$ cat src/rtl/xdisplay_ctrl_if.sv
// Write-side bus from the external address decoder into the display controller:
// one-hot digit strobes plus CPU write data.
interface xdisplay_ctrl_if #(
   parameter int DATA_W = 32
);
   logic [3:0]        sel;
   logic [DATA_W-1:0] data_in;

   modport master (output sel, output data_in);
   modport slave  (input  sel, input  data_in);
endinterface

$ cat src/rtl/xdisplay_ctrl.sv
// Four-digit multiplexed 7-segment controller with active-low seg/an pins.
// Optional per-digit blink is enabled by defining XDISPLAY_BLINK_EN.
module xdisplay_ctrl #(
   parameter int DATA_W      = 32,
   parameter int REFRESH_DIV = 100000,
   parameter int BLINK_TICKS = 64
) (
   input  logic           clk,
   input  logic           rst,
   xdisplay_ctrl_if.slave bus,
   output logic [6:0]     seg,
   output logic [3:0]     an,
   output logic           busy
);

   localparam int              CNT_W    = $clog2(REFRESH_DIV);
   localparam logic [CNT_W-1:0] CNT_LAST = CNT_W'(REFRESH_DIV - 1);

   logic [CNT_W-1:0] cnt_q, cnt_d;
   logic             tick;
   logic [1:0]       idx_q, idx_d;
   logic [3:0][3:0]  val_q, val_d;
   logic [3:0]       blank_q, blank_d;
   logic [6:0]       seg_q, seg_d;
   logic [3:0]       an_q, an_d;
   logic             digit_off;

   function automatic logic [6:0] hex_decode(input logic [3:0] v);
      logic [6:0] s;
      case (v)
         4'h0:    s = 7'b1000000;
         4'h1:    s = 7'b1111001;
         4'h2:    s = 7'b0100100;
         4'h3:    s = 7'b0110000;
         4'h4:    s = 7'b0011001;
         4'h5:    s = 7'b0010010;
         4'h6:    s = 7'b0000010;
         4'h7:    s = 7'b1111000;
         4'h8:    s = 7'b0000000;
         4'h9:    s = 7'b0010000;
         4'hA:    s = 7'b0001000;
         4'hB:    s = 7'b0000011;
         4'hC:    s = 7'b1000110;
         4'hD:    s = 7'b0100001;
         4'hE:    s = 7'b0000110;
         default: s = 7'b0001110;
      endcase
      return s;
   endfunction

   always_comb begin
      val_d   = val_q;
      blank_d = blank_q;
      for (int i = 0; i < 4; i++) begin
         if (bus.sel[i]) begin
            val_d[i]   = bus.data_in[3:0];
            blank_d[i] = bus.data_in[4];
         end
      end
   end

   always_comb begin
      tick  = (cnt_q == CNT_LAST);
      cnt_d = tick ? '0 : cnt_q + CNT_W'(1);
      idx_d = idx_q + {1'b0, tick};
   end

   // Output stage reads the registered digit, so a write shows one edge later.
   always_comb begin
      an_d  = ~(4'b0001 << idx_q);
      seg_d = digit_off ? 7'h7F : hex_decode(val_q[idx_q]);
   end

   always_ff @(posedge clk) begin
      if (rst) begin
         cnt_q   <= '0;
         idx_q   <= '0;
         val_q   <= '0;
         blank_q <= 4'hF;
         seg_q   <= 7'h7F;
         an_q    <= 4'hF;
      end else begin
         cnt_q   <= cnt_d;
         idx_q   <= idx_d;
         val_q   <= val_d;
         blank_q <= blank_d;
         seg_q   <= seg_d;
         an_q    <= an_d;
      end
   end

   assign seg = seg_q;
   assign an  = an_q;

`ifdef XDISPLAY_BLINK_EN
   localparam int               BCNT_W    = (BLINK_TICKS > 1) ? $clog2(BLINK_TICKS) : 1;
   localparam logic [BCNT_W-1:0] BCNT_LAST = BCNT_W'(BLINK_TICKS - 1);

   logic [3:0]        blink_q, blink_d;
   logic [BCNT_W-1:0] bcnt_q, bcnt_d;
   logic              phase_q, phase_d;
   logic              busy_q, busy_d;
   logic              unused_data;

   always_comb begin
      blink_d = blink_q;
      for (int i = 0; i < 4; i++) begin
         if (bus.sel[i]) blink_d[i] = bus.data_in[5];
      end
   end

   always_comb begin
      bcnt_d  = bcnt_q;
      phase_d = phase_q;
      if (tick) begin
         if (bcnt_q == BCNT_LAST) begin
            bcnt_d  = '0;
            phase_d = ~phase_q;
         end else begin
            bcnt_d = bcnt_q + BCNT_W'(1);
         end
      end
   end

   // busy is delayed to line up with the seg register that it qualifies.
   always_comb begin
      busy_d    = phase_q;
      digit_off = blank_q[idx_q] | (phase_q & blink_q[idx_q]);
   end

   always_ff @(posedge clk) begin
      if (rst) begin
         blink_q <= '0;
         bcnt_q  <= '0;
         phase_q <= 1'b0;
         busy_q  <= 1'b0;
      end else begin
         blink_q <= blink_d;
         bcnt_q  <= bcnt_d;
         phase_q <= phase_d;
         busy_q  <= busy_d;
      end
   end

   assign busy        = busy_q;
   assign unused_data = ^bus.data_in[DATA_W-1:6];
`else
   logic unused_data;

   always_comb begin
      digit_off = blank_q[idx_q];
   end

   assign busy        = 1'b0;
   assign unused_data = ^bus.data_in[DATA_W-1:5];
`endif

endmodule

$ cat src/flat_wrapper.sv
// flat-port wrapper written by rule: the top's interface ports become plain ports
module xdisplay_ctrl_flat 
#(
   parameter int DATA_W      = 32,
   parameter int REFRESH_DIV = 100000,
   parameter int BLINK_TICKS = 64
)
  (clk, rst, seg, an, busy, bus_sel, bus_data_in);
  xdisplay_ctrl_if #(.DATA_W(DATA_W)) bus_i ();
  input  logic clk;
  input  logic rst;
  output logic [6:0] seg;
  output logic [3:0] an;
  output logic busy;
  input wire logic [$bits(bus_i.sel)-1:0] bus_sel;
  input wire logic [$bits(bus_i.data_in)-1:0] bus_data_in;
  assign bus_i.sel = bus_sel;
  assign bus_i.data_in = bus_data_in;
  xdisplay_ctrl #(.DATA_W(DATA_W), .REFRESH_DIV(REFRESH_DIV), .BLINK_TICKS(BLINK_TICKS)) u_core (.clk(clk), .rst(rst), .bus(bus_i), .seg(seg), .an(an), .busy(busy));
endmodule
$ cat config.mk
export PLATFORM = sky130hd
export DESIGN_NAME = xdisplay_ctrl_flat
export DESIGN_NICKNAME = d
export VERILOG_FILES = /design/src/rtl/xdisplay_ctrl_if.sv /design/src/rtl/xdisplay_ctrl.sv /design/src/flat_wrapper.sv
export SDC_FILE = /design/constraint.sdc
export NUM_CORES = 1
export LEC_CHECK = 0
export CORE_ASPECT_RATIO = 1.75
export CORE_MARGIN = 8
export CORE_UTILIZATION = 45
export CTS_BUF_LIST = sky130_fd_sc_hd__clkbuf_16
export DETAILED_ROUTE_END_ITERATION = 10
export MAX_ROUTING_LAYER = met4
export PLACE_DENSITY = 0.84
export SLEW_MARGIN = 20
export SYNTH_ARGS = -nofsm -noshare
export SYNTH_HDL_FRONTEND = slang
export SYNTH_SLANG_ARGS = --single-unit
$ cat constraint.sdc
create_clock -name clk -period 2 [get_ports clk]
set_input_delay 0.6 -clock clk [delete_from_list [all_inputs] [get_ports clk]]
set_output_delay 0.6 -clock clk [all_outputs]
set_load 0.02 [all_outputs]
# Word-level counts from Yosys, hierarchy flattened
# Memory sizes are Yosys's and may differ from the RTL's. A register that Yosys moved wholly into a read port is not among the register bits.
# Cells that the tools add are included.
[totals] regBits=43 word_cells=24 mem_count=1 mem_bits_ro=112 out_inout_bits=12 in_bits=38
[mem_list] name="(no name shown)" depth=16 word_bits=7 read_ports=1 rd_ports_with_merged_regs=1 write_ports=0 line_no="xdisplay_ctrl.sv:30" rtl="case (v)"
[classes] n_addsub=2 bitwise_logic=1 shift=1 order_cmp=1 n_mux=4 n_eq_ne=1 n_reduce_logical=2
[op_table] operator="17-bit by 1-bit adder with 17-bit output, second input constant" count=1
[op_table] operator="17-bit == test, second input constant" count=1
[op_table] operator="4-bit binary-select mux with 2-bit select" count=1
[op_table] operator="4-bit 2-to-1 mux" count=1
[op_table] operator="4-bit inverter" count=1
[op_table] operator="2-bit OR reduction" count=2
[op_table] operator="1-bit by 2-bit left shift with 4-bit output, first input constant" count=1
[op_table] operator="2-bit by 3-bit < comparator with 1-bit output, second input constant" count=1
[op_table] operator="2-bit by 1-bit adder with 2-bit output" count=1
[op_table] operator="1-bit binary-select mux with 2-bit select" count=1
[op_table] operator="1-bit 2-to-1 mux" count=1

# Longest topological paths before layout
# Gate-level depths: netlist of run 1.
[logic_depth] depth_word=3 ltp_mapped=8 mapped_depth_nobuf=7

# Worst setup path before layout of run 1
# Ideal clock, no wire load.
[synth_timing] path_kind="register -> register" startpoint="register u_core.idx_q[0]" endpoint="register u_core.seg_q[3], in the netlist u_core.seg[3]" setup_time_ns=0.130 stages_incl_launch_ff=7 synth_period_minus_slack_ns=1.889 required_time_ns=1.870 setup_slack_ns=0.111 arrival_ns=1.759 n_path_buf=1 path_cell_list="dfxtp_1 buf_6 mux4_1 ha_1 mux2_4 mux2i_1 nand2_1"
[synth_via] elab_chain_len=3 word_cells_on_any_way=5 cone_classes="mux: 4; reduce/logical: 1"
[synth_rtl] element="start: declaration" line_no="xdisplay_ctrl.sv:21" rtl="logic [1:0] idx_q, idx_d;"
[synth_rtl] element="start signal: assignment" line_no="xdisplay_ctrl.sv:84" rtl="idx_q <= idx_d;"
[synth_rtl] element="1-bit binary-select mux with 2-bit select" line_no="xdisplay_ctrl.sv:151" rtl="digit_off = blank_q[idx_q];"
[synth_rtl] element="1-bit 2-to-1 mux (not written as such)" line_no="xdisplay_ctrl.sv:151"
[synth_rtl] element="2-bit OR reduction (no line)"
[synth_rtl] element="end: declaration" line_no="xdisplay_ctrl.sv:24" rtl="logic [6:0] seg_q, seg_d;"
# Parallel ways exist; a longest one is shown, timed or not. The select of a mux whose other input is x is not followed.
# A chain may end at the register's enable or synchronous reset.

# Worst setup path after layout of run 1
[layout_timing] startpoint="register u_core.idx_q[0]" endpoint="register u_core.seg_q[1], in the netlist u_core.seg[1]"
# The elaborated chain is that of the path after synthesis.

==> reports/summary.txt, run 1 <==
status -> complete, no violations
Startpoint Class -> flip-flop
die area -> 0.00750 mm^2
routed len/inst -> 14.9 um
clock tree buffer depth -> 2
dpl hpwl -> 3150 um
top-count cell post-synth -> dfxtp_1
RSZ-0062 raised after global routing -> false
critical path peak fanout -> 5
Slew Limit Fails -> 0
pwr/cell area -> 834 mW/mm^2
critical path's most frequent cell -> o211ai_1
leakage -> 1.03 nW
top-area cell type share of the netlist area -> 45.3%
post-synthesis cell area -> 0.00221 mm^2
crit path cell chain -> mux4_2 > inv_1 > ha_1 > o211ai_1 > o211ai_1
Worst setup EP type -> flip-flop
yosys warns -> 0
Hold Path Sink -> u_core.cnt_q[0]$_SDFF_PP0_
reg2reg path depth -> 5
CP bufs+invs -> 1
CP required -> 2.16 ns
I/O Pins -> 50
slowest CP cell -> mux4_2
GRT overflow -> 0
Final TNS setup -> 0 ns
crit share post-route -> 94.7%
Mean Syn Cell Area -> 10.0 um^2
Chip Width -> 69.0 um
Max Cap Viol -> 0
Routed WL -> 4430 um
R2R Path End -> u_core.seg[1]$_SDFF_PP1_
Tot GR Track Use -> 13.2%
Cells after Synth -> 220
Layout area overhead -> 19.6%
antenna violations before repair -> 0
Peak Freq -> 528 MHz
WP data arrival -> 2.06 ns
EDFF count, synth -> 0
worst flop-to-flop path startpoint -> u_core.idx_q[0]$_SDFF_PP0_
CP top delay family -> multiplexers
Vias -> 1609
# clock sinks -> 50
Hold WC Path Type -> reg2reg
clock root cell -> clkbuf_16
Final #Nets -> 289
H-tree depth -> 2
row count -> 34
sequential share of the synthesized area -> 45.3%
final setup violating endpoints -> 0
syn nets -> 266
Port-buffer cells -> 21
Filler Cells Inserted -> 430
Hold Startpoint -> u_core.cnt_q[0]$_SDFF_PP0_
fin crit period -> 1.89 ns
Worst-Skew Late Latency -> 0.29 ns
vias in the first global route -> 1654
Cell variety after synth -> 40
leading register cell type out of synthesis -> dfxtp_1
clock slew at reported path FFs -> 0.07 ns
DR iter-0 viols -> 85
Finished Cell Area -> 0.00264 mm^2
CP Class -> reg2reg
async set or reset register ratio after synthesis -> 0%
GP Congestion -> 0.782
Vias/cell -> 5.40
max incr delay on CP -> 0.60 ns
CTS tree -> built
Area contributors post-synth -> dfxtp_1 (45%), mux2i_1 (8.6%), nor2_1 (6.3%)
core area -> 0.00485 mm^2
hold path cells -> 1
Chip Height -> 109 um
layout cells sized above 1 -> 10.2%
Hold Violations, Final -> 0
Initial DRT Pass Iterations -> 4
Final ANT Viol Nets -> 0
Initial Util -> 45.6%
worst vdd ir -> 0.000666 V
largest net degree at the start of global routing -> 19
# DRC -> 0
first-pass GRT wire length -> 7410 um
Clock Skews -> 0.00556 ns
placed cell area -> 0.00248 mm^2
leading area contributor after synthesis -> dfxtp_1
hold_buf cts -> 0
Reg2Reg Setup Slack -> 0.11 ns
CTS buffer count -> 5
flops & latches, synth -> 50
Ant. Diodes -> 0
top cell types by occurrence after synthesis -> dfxtp_1 (50), nor2_1 (37), mux2i_1 (19), nand2_1 (10), clkbuf_1 (9)
[worst max path at each step]
stage / startpoint / to / slack [ns] / cells after the start
after floorplan: u_core.idx_q[0]$_SDFF_PP0_ / u_core.seg[3]$_SDFF_PP1_ / 0.11 / 6
after global placement: u_core.idx_q[0]$_SDFF_PP0_ / u_core.seg[3]$_SDFF_PP1_ / 0.09 / 5
after detailed placement: u_core.idx_q[0]$_SDFF_PP0_ / u_core.seg[1]$_SDFF_PP1_ / 0.05 / 5
after CTS: u_core.idx_q[0]$_SDFF_PP0_ / u_core.seg[1]$_SDFF_PP1_ / 0.02 / 5
after global routing: u_core.idx_q[0]$_SDFF_PP0_ / u_core.seg[1]$_SDFF_PP1_ / 0.007 / 5
final: u_core.idx_q[0]$_SDFF_PP0_ / u_core.seg[1]$_SDFF_PP1_ / 0.11 / 5
[sequential cells by signal, summed over array words and instances (netlist names)]
signal	flops
u_core.idx_q	2
u_core.val_q	16
u_core.an	4
u_core.blank_q	4
u_core.cnt_q	17
u_core.seg	7
[kinds of logic (layout without fill, tap and decap cells)]
family	after synthesis	count (layout)	share of synthesized area [%]
AO/OA/AOI/OAI	19	19	6.17
XOR/XNOR	14	14	5.55
buffers and inverters	22	46	4.87
multiplexers	25	25	14.9
other	1	1	0.170
AND/OR/NAND/NOR	81	81	18.5
flip-flops	50	50	45.3
adder cells (fa/ha/maj)	8	8	4.53
[metal layers]
metal  global-route usage (%)  wire length (um)  vias up
met2                     23.2              2400       29
met1                     13.1              1700      769
met3                     3.40               225       10
met4                     5.63                94        0
met5                        -                 0        -
li1                         -                 -      801
[layout by cell type, fill, tap and decap left out, types with 6 or more instances in the layout]
cell             instances
nand2_1                 10
clkdlybuf4s50_1         21
xnor2_1                  6
inv_1                    7
dfxtp_1                 50
xor2_1                   8
ha_1                     8
nor2b_1                  6
nor2_1                  37
mux2i_1                 19
nand3_1                  6
buf_4                   10
[final cells by class]
| cell class | instances | area (um^2) | area share, % |
|---|---|---|---|
| multi-input cells | 148 | 1090 | 41.4 |
| flip-flops and latches | 50 | 1000 | 37.9 |
| repair buffers | 31 | 285 | 10.8 |
| clock buffers | 5 | 125 | 4.73 |
| well taps | 54 | 67.6 | 2.56 |
| clock inverters | 3 | 43.8 | 1.66 |
| inverters | 7 | 26.3 | 0.994 |
[where the power goes]
group / switching, mW / internal [mW]
logic: 0.100 / 0.0967
registers: 0.0197 / 1.03
clock network: 0.361 / 0.592
total: 0.481 / 1.72
[what timing repair did]
| item | CTS | global route |
|---|---|---|
| endpoints found under the setup margin | 0 | 4 |
| setup buffers | 0 | 0 |
| gates resized for setup | 0 | 2 |
[worst register-to-register path: stages (launching register included)]
cell      delay [ns]
dfxtp_1         0.43
mux4_2          0.60
inv_1           0.17
ha_1            0.27
o211ai_1        0.18
o211ai_1        0.13
[stage by stage]
stage / hold WS [ns] / instances / utilization, % / total power, mW / setup slack, ns
finish: 0.458 / 298 / 54.5 / 2.20 / 0.105
CTS: 0.462 / 298 / 54.6 / 2.22 / 0.0246
global placement: 0.438 / 290 / 51.2 / 1.26 / 0.0863
detailed placement: 0.448 / 290 / 51.2 / 1.27 / 0.0538
global route: 0.483 / 298 / 54.5 / 2.29 / 0.00655
floorplan: 0.430 / 220 / - / 1.20 / 0.111
(Power assumes the default switching activity.)
==> inputs of run 2 (changes only) <==
- clock period: 2 -> 1.65 ns (I/O delays scaled with it)
==> run 2 against run 1 <==
- the run now ends with setup timing left
- utilization grew 3.0 points
- via count grew 3.7%
- cell count grew 5.4%
- hold slack gained 0.032 ns
- combinational power grew 43%
- total power grew 17%
- sequential power grew 21%
==> reports/summary.txt, run 2 (synthesis gave the netlist of run 1 again) <==
status -> finished with violations
failing checks -> setup timing
Reg2Reg Setup Slack -> -0.17 ns (-0.27 ns)
CP Launch Point -> u_core.idx_q[0]$_SDFF_PP0_
hold_buf cts -> 0 (unchanged)
critical path peak fanout -> 4 (-1)
pwr/cell area -> 927 mW/mm^2 (+11%)
Layout area overhead -> 26.2%
# DRC -> 0 (unchanged)
Routed WL -> 4730 um (+6.8%)
Tot GR Track Use -> 13.7% (+0.42 points)
worst vdd ir -> 0.000839 V (+26%)
Startpoint Class -> flip-flop
post-layout util -> 57.5% (+3.0 points)
CP Class -> reg2reg
Filler Cells Inserted -> 421 (-2.1%)
H-tree depth -> 2 (unchanged)
Chip Width -> 69.0 um (unchanged)
GRT overflow -> 0 (unchanged)
final setup violating endpoints -> 7 (+7)
RSZ-0062 raised after global routing -> true
Vias -> 1669 (+3.7%)
dpl hpwl -> 3330 um (+5.8%)
CTS buffer count -> 5 (unchanged)
commonest non-fill, non-tap cell in the layout -> dfxtp_1
Ant. Diodes -> 0 (unchanged)
CP required -> 1.85 ns (-0.31 ns)
routed len/inst -> 15.1 um (+1.3%)
Final #Nets -> 305 (+5.5%)
total power -> 2.58 mW (+17%)
layout cells sized above 1 -> 20.4% (+10 points)
Top reg by flops -> u_core.cnt_q
DR iter-0 viols -> 63 (-26%)
Hold Violations, Final -> 0 (unchanged)
Hold WC Path Type -> reg2reg
fin crit period -> 1.82 ns (-0.0778 ns)
Worst-Skew Late Latency -> 0.29 ns (about the same)
Worst setup EP type -> flip-flop
Chip Height -> 109 um (unchanged)
clock root cell -> clkbuf_16
most frequent cells in the layout -> dfxtp_1 (49), nor2_1 (37), buf_4 (26), mux2i_1 (19), dlygate4sd2_1 (11)
largest net degree at the start of global routing -> 22 (+3)
Multi-input gate area -> 0.00115 mm^2 (+5.0%)
GP Congestion -> 0.841 (+7.5%)
leakage -> 1.08 nW (+4.6%)
worst flop-to-flop path startpoint -> u_core.idx_q[0]$_SDFF_PP0_
die area -> 0.00750 mm^2 (unchanged)
register area -> 0.00100 mm^2 (+0.37%)
Initial Util -> 45.6% (unchanged)
Clock Skews -> 0.00737 ns (+0.00180 ns)
# clock sinks -> 50 (unchanged)
core area -> 0.00485 mm^2 (unchanged)
WP data arrival -> 2.02 ns (-0.04 ns)
R2R Path End -> u_core.seg[6]$_SDFF_PP1_
Peak Freq -> 550 MHz (+4.3%)
Max Cap Viol -> 0 (unchanged)
Slew Limit Fails -> 0 (unchanged)
max reg flops -> 17 (unchanged)
Hold Startpoint -> u_core.val_q[13]$_SDFFE_PP0P_
Min Hold Slack -> 0.490 ns (+0.0319 ns)
crit share post-route -> 110% (+15 points)
vias in the first global route -> 1758 (+6.3%)
dpl ws -> -0.134 ns (-0.188 ns)
row count -> 34 (unchanged)
Port-buffer cells -> 21 (unchanged)
CTS tree -> built
I/O Pins -> 50 (unchanged)
Vias/cell -> 5.32 (-1.6%)
clock tree buffer depth -> 2 (unchanged)
antenna violations before repair -> 0 (unchanged)
Final ANT Viol Nets -> 0 (unchanged)
reg2reg path depth -> 6 (+1)
first-pass GRT wire length -> 7600 um (+2.6%)
hold path cells -> 2 (+1)
Final TNS setup -> -0.732 ns (-0.732 ns)
clock slew at reported path FFs -> 0.07 ns (about the same)
final setup margin -> -0.167 ns (-0.272 ns)
Hold Path Sink -> u_core.val_q[13]$_SDFFE_PP0P_
Initial DRT Pass Iterations -> 4 (unchanged)
run 2: power breakdown:
group          total [mW]  switching [mW]  internal [mW]  leakage, nW
combinational       0.281           0.140          0.140        0.606
clock                1.03           0.466          0.567       0.0664
sequential           1.27          0.0196           1.25        0.410
run 2: what timing repair did:
| action | in CTS | in global routing |
|---|---|---|
| setup buffers | 1 | 0 |
| pin swaps | 1 | 0 |
| gates resized for setup | 13 | 6 |
| setup endpoints to repair | 32 | 8 |
run 2: layer usage:
| metal | track usage (%) | part of all wire, % | vias up |
|---|---|---|---|
| met5 | - | 0 | - |
| li1 | - | - | 834 |
| met4 | 6.20 | 2.9 | 0 |
| met1 | 12.2 | 37 | 794 |
| met3 | 3.40 | 4.4 | 11 |
| met2 | 25.2 | 55 | 30 |
run 2: per-stage QoR:
step / cell area, um^2 / std cells
after floorplan: 2230 / 220
after global placement: 2610 / 305
after detailed placement: 2610 / 305
after CTS: 2760 / 314
after global routing: 2790 / 314
final: 2790 / 314
run 2: cell type report:
class                   instances  area share, %
flip-flops and latches         50           36.0
clock inverters                 3          0.853
clock buffers                   5           4.49
inverters                       7          0.943
well taps                      54           2.42
multi-input cells             148           41.2
repair buffers                 47           14.0
run 2: worst max-delay path by stage:
stage                                     to  slack [ns]  depth (start not counted)
detailed placement  u_core.seg[3]$_SDFF_PP1_       -0.13                          5
global route        u_core.seg[1]$_SDFF_PP1_       -0.20                          5
global placement    u_core.seg[3]$_SDFF_PP1_        -0.1                          5
finish              u_core.seg[6]$_SDFF_PP1_       -0.17                          6
CTS                 u_core.seg[3]$_SDFF_PP1_       -0.12                          5
floorplan           u_core.seg[3]$_SDFF_PP1_       -0.11                          6
run 2: critical path: stages, from the launching register on:
cell and delay (ns):
dfxtp_4 0.39, mux4_2 0.60, inv_2 0.16, buf_4 0.14, ha_1 0.18, a21oi_1 0.08, o221ai_1 0.18
